File: config.mk
export PLATFORM = sky130hd
export DESIGN_NAME = fifo_rd_ptr_empty
export DESIGN_NICKNAME = d
export VERILOG_FILES = /design/src/rtl/fifo_rd_ptr_empty.sv
export SDC_FILE = /design/constraint.sdc
export NUM_CORES = 1
export LEC_CHECK = 0
export CAP_MARGIN = 5
export CORE_AREA = 2 2 45 47
export CTS_CLUSTER_SIZE = 20
export DETAILED_ROUTE_END_ITERATION = 16
export DIE_AREA = 0 0 47 49
export GPL_TIMING_DRIVEN = 0
export HOLD_SLACK_MARGIN = 0.1
export PLACE_DENSITY = 0.79
export SETUP_SLACK_MARGIN = 0.02
export SLEW_MARGIN = 20
export SYNTH_ARGS = -nofsm -noshare
export SYNTH_HDL_FRONTEND = slang
export SYNTH_SLANG_ARGS = --single-unit
export TNS_END_PERCENT = 5
File: constraint.sdc
create_clock -name clk -period 6 [get_ports clk]
set_input_delay 0.9 -clock clk [delete_from_list [all_inputs] [get_ports clk]]
set_output_delay 0.9 -clock clk [all_outputs]
set_load 0.1 [all_outputs]
File: src/rtl/fifo_rd_ptr_empty.sv
// Read-side pointer stage of the async FIFO: synchronizes the write Gray pointer,
// advances the read pointer and registers empty, fill level and sticky underflow.
module fifo_rd_ptr_empty #(
   parameter int N = 4
) (
   input  logic         clk,
   input  logic         rst,
   input  logic         inc,
   input  logic [N-1:0] wptr_gray,
   input  logic         clr_uflow,
   output logic [N-1:0] rptr_gray,
   output logic [N-2:0] raddr,
   output logic         empty,
   output logic [N-1:0] level,
   output logic         underflow
);

   logic [N-1:0] wq1_q, wq2_q;
   logic [N-1:0] rbin_q, rbin_d;
   logic [N-1:0] rptr_gray_q, rptr_gray_d;
   logic         empty_q, empty_d;
   logic [N-1:0] level_q, level_d;
   logic         underflow_q, underflow_d;
   logic         rd_en;
   logic [N-1:0] wbin_s;

   function automatic logic [N-1:0] gray2bin(input logic [N-1:0] g);
      logic [N-1:0] b;
      b[N-1] = g[N-1];
      for (int i = N - 2; i >= 0; i--) begin
         b[i] = b[i+1] ^ g[i];
      end
      return b;
   endfunction

   always_comb begin
      rd_en       = inc & ~empty_q;
      rbin_d      = rbin_q + {{(N-1){1'b0}}, rd_en};
      rptr_gray_d = rbin_d ^ (rbin_d >> 1);
      wbin_s      = gray2bin(wq2_q);
      // Compare against the pointer after this cycle's read so empty lands on the same edge.
      empty_d     = (rptr_gray_d == wq2_q);
      level_d     = wbin_s - rbin_d;
      underflow_d = (inc & empty_q) | (underflow_q & ~clr_uflow);
   end

   always_ff @(posedge clk or posedge rst) begin
      if (rst) begin
         wq1_q       <= '0;
         wq2_q       <= '0;
         rbin_q      <= '0;
         rptr_gray_q <= '0;
         empty_q     <= 1'b1;
         level_q     <= '0;
         underflow_q <= 1'b0;
      end else begin
         wq1_q       <= wptr_gray;
         wq2_q       <= wq1_q;
         rbin_q      <= rbin_d;
         rptr_gray_q <= rptr_gray_d;
         empty_q     <= empty_d;
         level_q     <= level_d;
         underflow_q <= underflow_d;
      end
   end

   assign rptr_gray = rptr_gray_q;
   assign raddr     = rbin_q[N-2:0];
   assign empty     = empty_q;
   assign level     = level_q;
   assign underflow = underflow_q;

endmodule
==> results by stage <==
Clock tree:
- Clock tree synthesis found a total of 21 sinks.
- The root buffer selected by CTS is clkbuf_4.
- Counting the buffers created by CTS gives 3.
- In this run, post-CTS hold repair placed 0 buffers.
- The number of buffers inserted to repair setup after CTS is 0.
- The buffer depth of the longest clock path is 2.
- After clock tree synthesis, the clock-pin slew on the worst setup and hold paths is between 100 and 150 ps.
- TritonCTS built the clock tree.
- Gates resized during post-CTS repair numbered 0.
- The level count of the clock H-tree is 1.
- Clock latency on the worst-skew pair, taken at its later pin, is around 310 ps.

Final layout:
- The final layout contains 105 nets.
- Relative to the synthesized area, the layout overhead comes to 29.44%.
- The antenna diode count is 0.
- The final-layout fill cell count is 165.
- The post-layout instance count excluding filler cells is roughly 120.
- Of the cells placed in the final design, the portion with a size suffix greater than 1 is 0.09890.

STA:
- The upper clock frequency limit is 346.9 MHz.
- Across the routed clock network, the largest skew measured is 3.692 ps.
- The final setup violation count is 0.
- Setup slack on the critical path of the routed design comes to 3117 ps.
- The clock period minus worst slack is 2883 ps.
- For the pin with the worst max-slew slack, the measured transition is 964.3 ps.
- Dividing the final minimum period by the clock period gives 0.4805.
- For the final routed database, the setup TNS stands at 0 ps.
- The number of slew-limit violations in the final report came to 0.
- The total count of hold-check failures in the final report is 0.
- Headroom to the max-slew limit came out at 0.3551.
- Setup repair after global routing left no endpoint under its margin.

Synthesis:
- The gate count of the mapped netlist is 67.
- The netlist area before placement is 888.4 um^2.
- The largest total area in the synthesized netlist belongs to dfrtp_1.
- The async set or reset register ratio after synthesis is 1.000.
- The proportion of synthesized chip area in sequential cells is 0.5930.
- The flop and latch count out of synthesis is 21.
- Counting distinct cell types in the post-synthesis netlist gives 20.
- The area share of the leading cell type in the synthesized netlist is 0.5634.
- The synthesized net count is 80.
- The prevailing post-synth register cell is dfrtp_1.
- The synthesized area per cell is 13.26 um^2.
- After synthesis, the cell types taking the most area are dfrtp_1 56%, xnor2_1 7.9%, ha_1 7.0%, xor2_1 6.9%, xor2_2 3.7%.
- Yosys mapped a number of flops with a built-in enable equal to 0.
- The library cell with the highest instance count after synthesis is dfrtp_1.
- For this run, the number of Yosys warnings is 0.
- The commonest cells after synthesis are 20 x dfrtp_1, 8 x xnor2_1, 7 x xor2_1.

Floorplanning:
- 21 I/O pins were placed.
- The die boundary height is between 40 and 50 um.
- The core box area is 1842 um^2.
- The die covers 2303 um^2.
- The initialized floorplan defines 16 standard-cell rows.
- The initial utilization of the core area, before any placement, comes to 0.4823.
- Measured along the x axis, the die boundary spans ~47 um.

Setup path:
- For the worst setup path, the data arrival time is 1980 ps.
- The critical path goes through clkdlybuf4s50_1.
- The worst endpoint required time is 5100 ps.
- The classification of the worst setup path is register to primary output.
- The cell with the largest stage delay on the worst path is clkdlybuf4s50_1.
- STA classifies the critical path startpoint as a register.
- In this design, the stage delay of the slowest critical-path cell is 1120 ps.
- Along the worst path, the maximum fanout reaches 3.
- The kind of end point of the critical path is a primary output.
- On the critical path the largest part of the delay comes from buffers and inverters.
- The number of buffer and inverter stages on the critical path is 1.

Detailed routing:
- The routed wire length is about 1300 um.
- For this block, the initial DRC count from the detailed router was 1.
- The DRC violations left is 0.
- The number of routed nets with antenna violations is 0.
- The number of optimization iterations in the first detailed-route pass is 4.
- The via count is 545.
- The post-detailed-route via-to-cell ratio is 4.619.
- After detailed routing, the average wire length per cell comes to 11.14 um.

Global routing:
- The initial antenna violation count is 0.
- The total global routing overflow is 0.
- The number of global-route vias before repair is between 500 and 600.
- The all-layer global routing usage is 0.1391.
- The global-route wire length before repair is 2256 um.
- The pin count of the biggest net entering global routing is 22.

Placed design:
- The number of placed instances, taps included, is between 100 and 150.
- At the placement stage, the worst setup path has a slack of slightly above 3000 ps.
- The congestion estimate from routability-driven global placement came to 0.7147.
- The number of buffers inserted by port buffering is 20.
- The post-detailed-placement half-perimeter wirelength is around 1000 um.

Status:
- The flow ran to the end, and the final reports show no timing, DRC or antenna violations.

Flow run:
- The number of max-capacitance violations reported is 0.

Hold path:
- The type of the tightest min-delay check is register to register.
flip-flops by register name, summed over array words and instances, names as in the netlist:
name and flops:
level 4, underflow 1, empty 1, rptr_gray 3, rbin_q 4, wq1_q 4, wq2_q 4
cells in the final DEF, fill, tap and decap left out, types with 2 or more instances in the layout:
cell type and instances:
xor2_2 2, inv_1 5, o21ai_0 2, nand2b_1 2
nand3_1 2, dfrtp_1 20, ha_1 5, clkbuf_4 3
mux2i_1 2, xnor2_1 8, xor2_1 7, clkdlybuf4s50_1 20
nand2_1 3
layer usage:
metal	track usage	wire, um	vias to the layer above
met5	0	0	-
met4	0.08333	29	0
met3	0.02222	51	3
met2	0.2146	671	17
met1	0.1769	561	264
li1	-	-	261
stage by stage:
stage | instance area [um^2] | util | hold slack [ps]
floorplan | 888.4 | - | 331.2
global placement | 1122 | 0.6094 | 332.3
detailed placement | 1122 | 0.6094 | 337.2
CTS | 1150 | 0.6243 | 363.4
global route | 1150 | 0.6243 | 369.6
finish | 1150 | 0.6243 | 361.0
final cells by class:
type / instances / area [um^2] / area share
clock inverter: 1 / 5.005 / 0.004353
multi-input combinational: 39 / 330.3 / 0.2873
inverter: 5 / 18.77 / 0.01632
tap: 27 / 33.78 / 0.02938
sequential: 21 / 526.8 / 0.4581
timing repair buffer: 20 / 200.2 / 0.1741
buffer: 2 / 12.51 / 0.01088
clock buffer: 3 / 22.52 / 0.01959
worst paths after layout:
check | start | endpoint | slack (ps) | cells past startpoint
max | empty | empty | 3120 | 1
min | wq1_q[0] | wq2_q[0] | 360 | 0
max reg2reg | wq2_q[3] | level[3] | 3880 | 9
min reg2reg | wq1_q[0] | wq2_q[0] | 360 | 0
max in group asynchronous | rst | rptr_gray[0] | 4520 | 2
min in group asynchronous | rst | level[0] | 1000 | 2
logic make-up after synthesis:
group                    synth area share
AND/OR/NAND/NOR                   0.06761
flip-flops                         0.5930
multiplexers                      0.02254
AO/OA/AOI/OAI                     0.02677
buffers and inverters             0.03521
adder cells (fa/ha/maj)           0.07042
XOR/XNOR                           0.1845
Power is not shown: default switching activity piles up to over one toggle a cycle in this logic, so the estimate is an artifact.
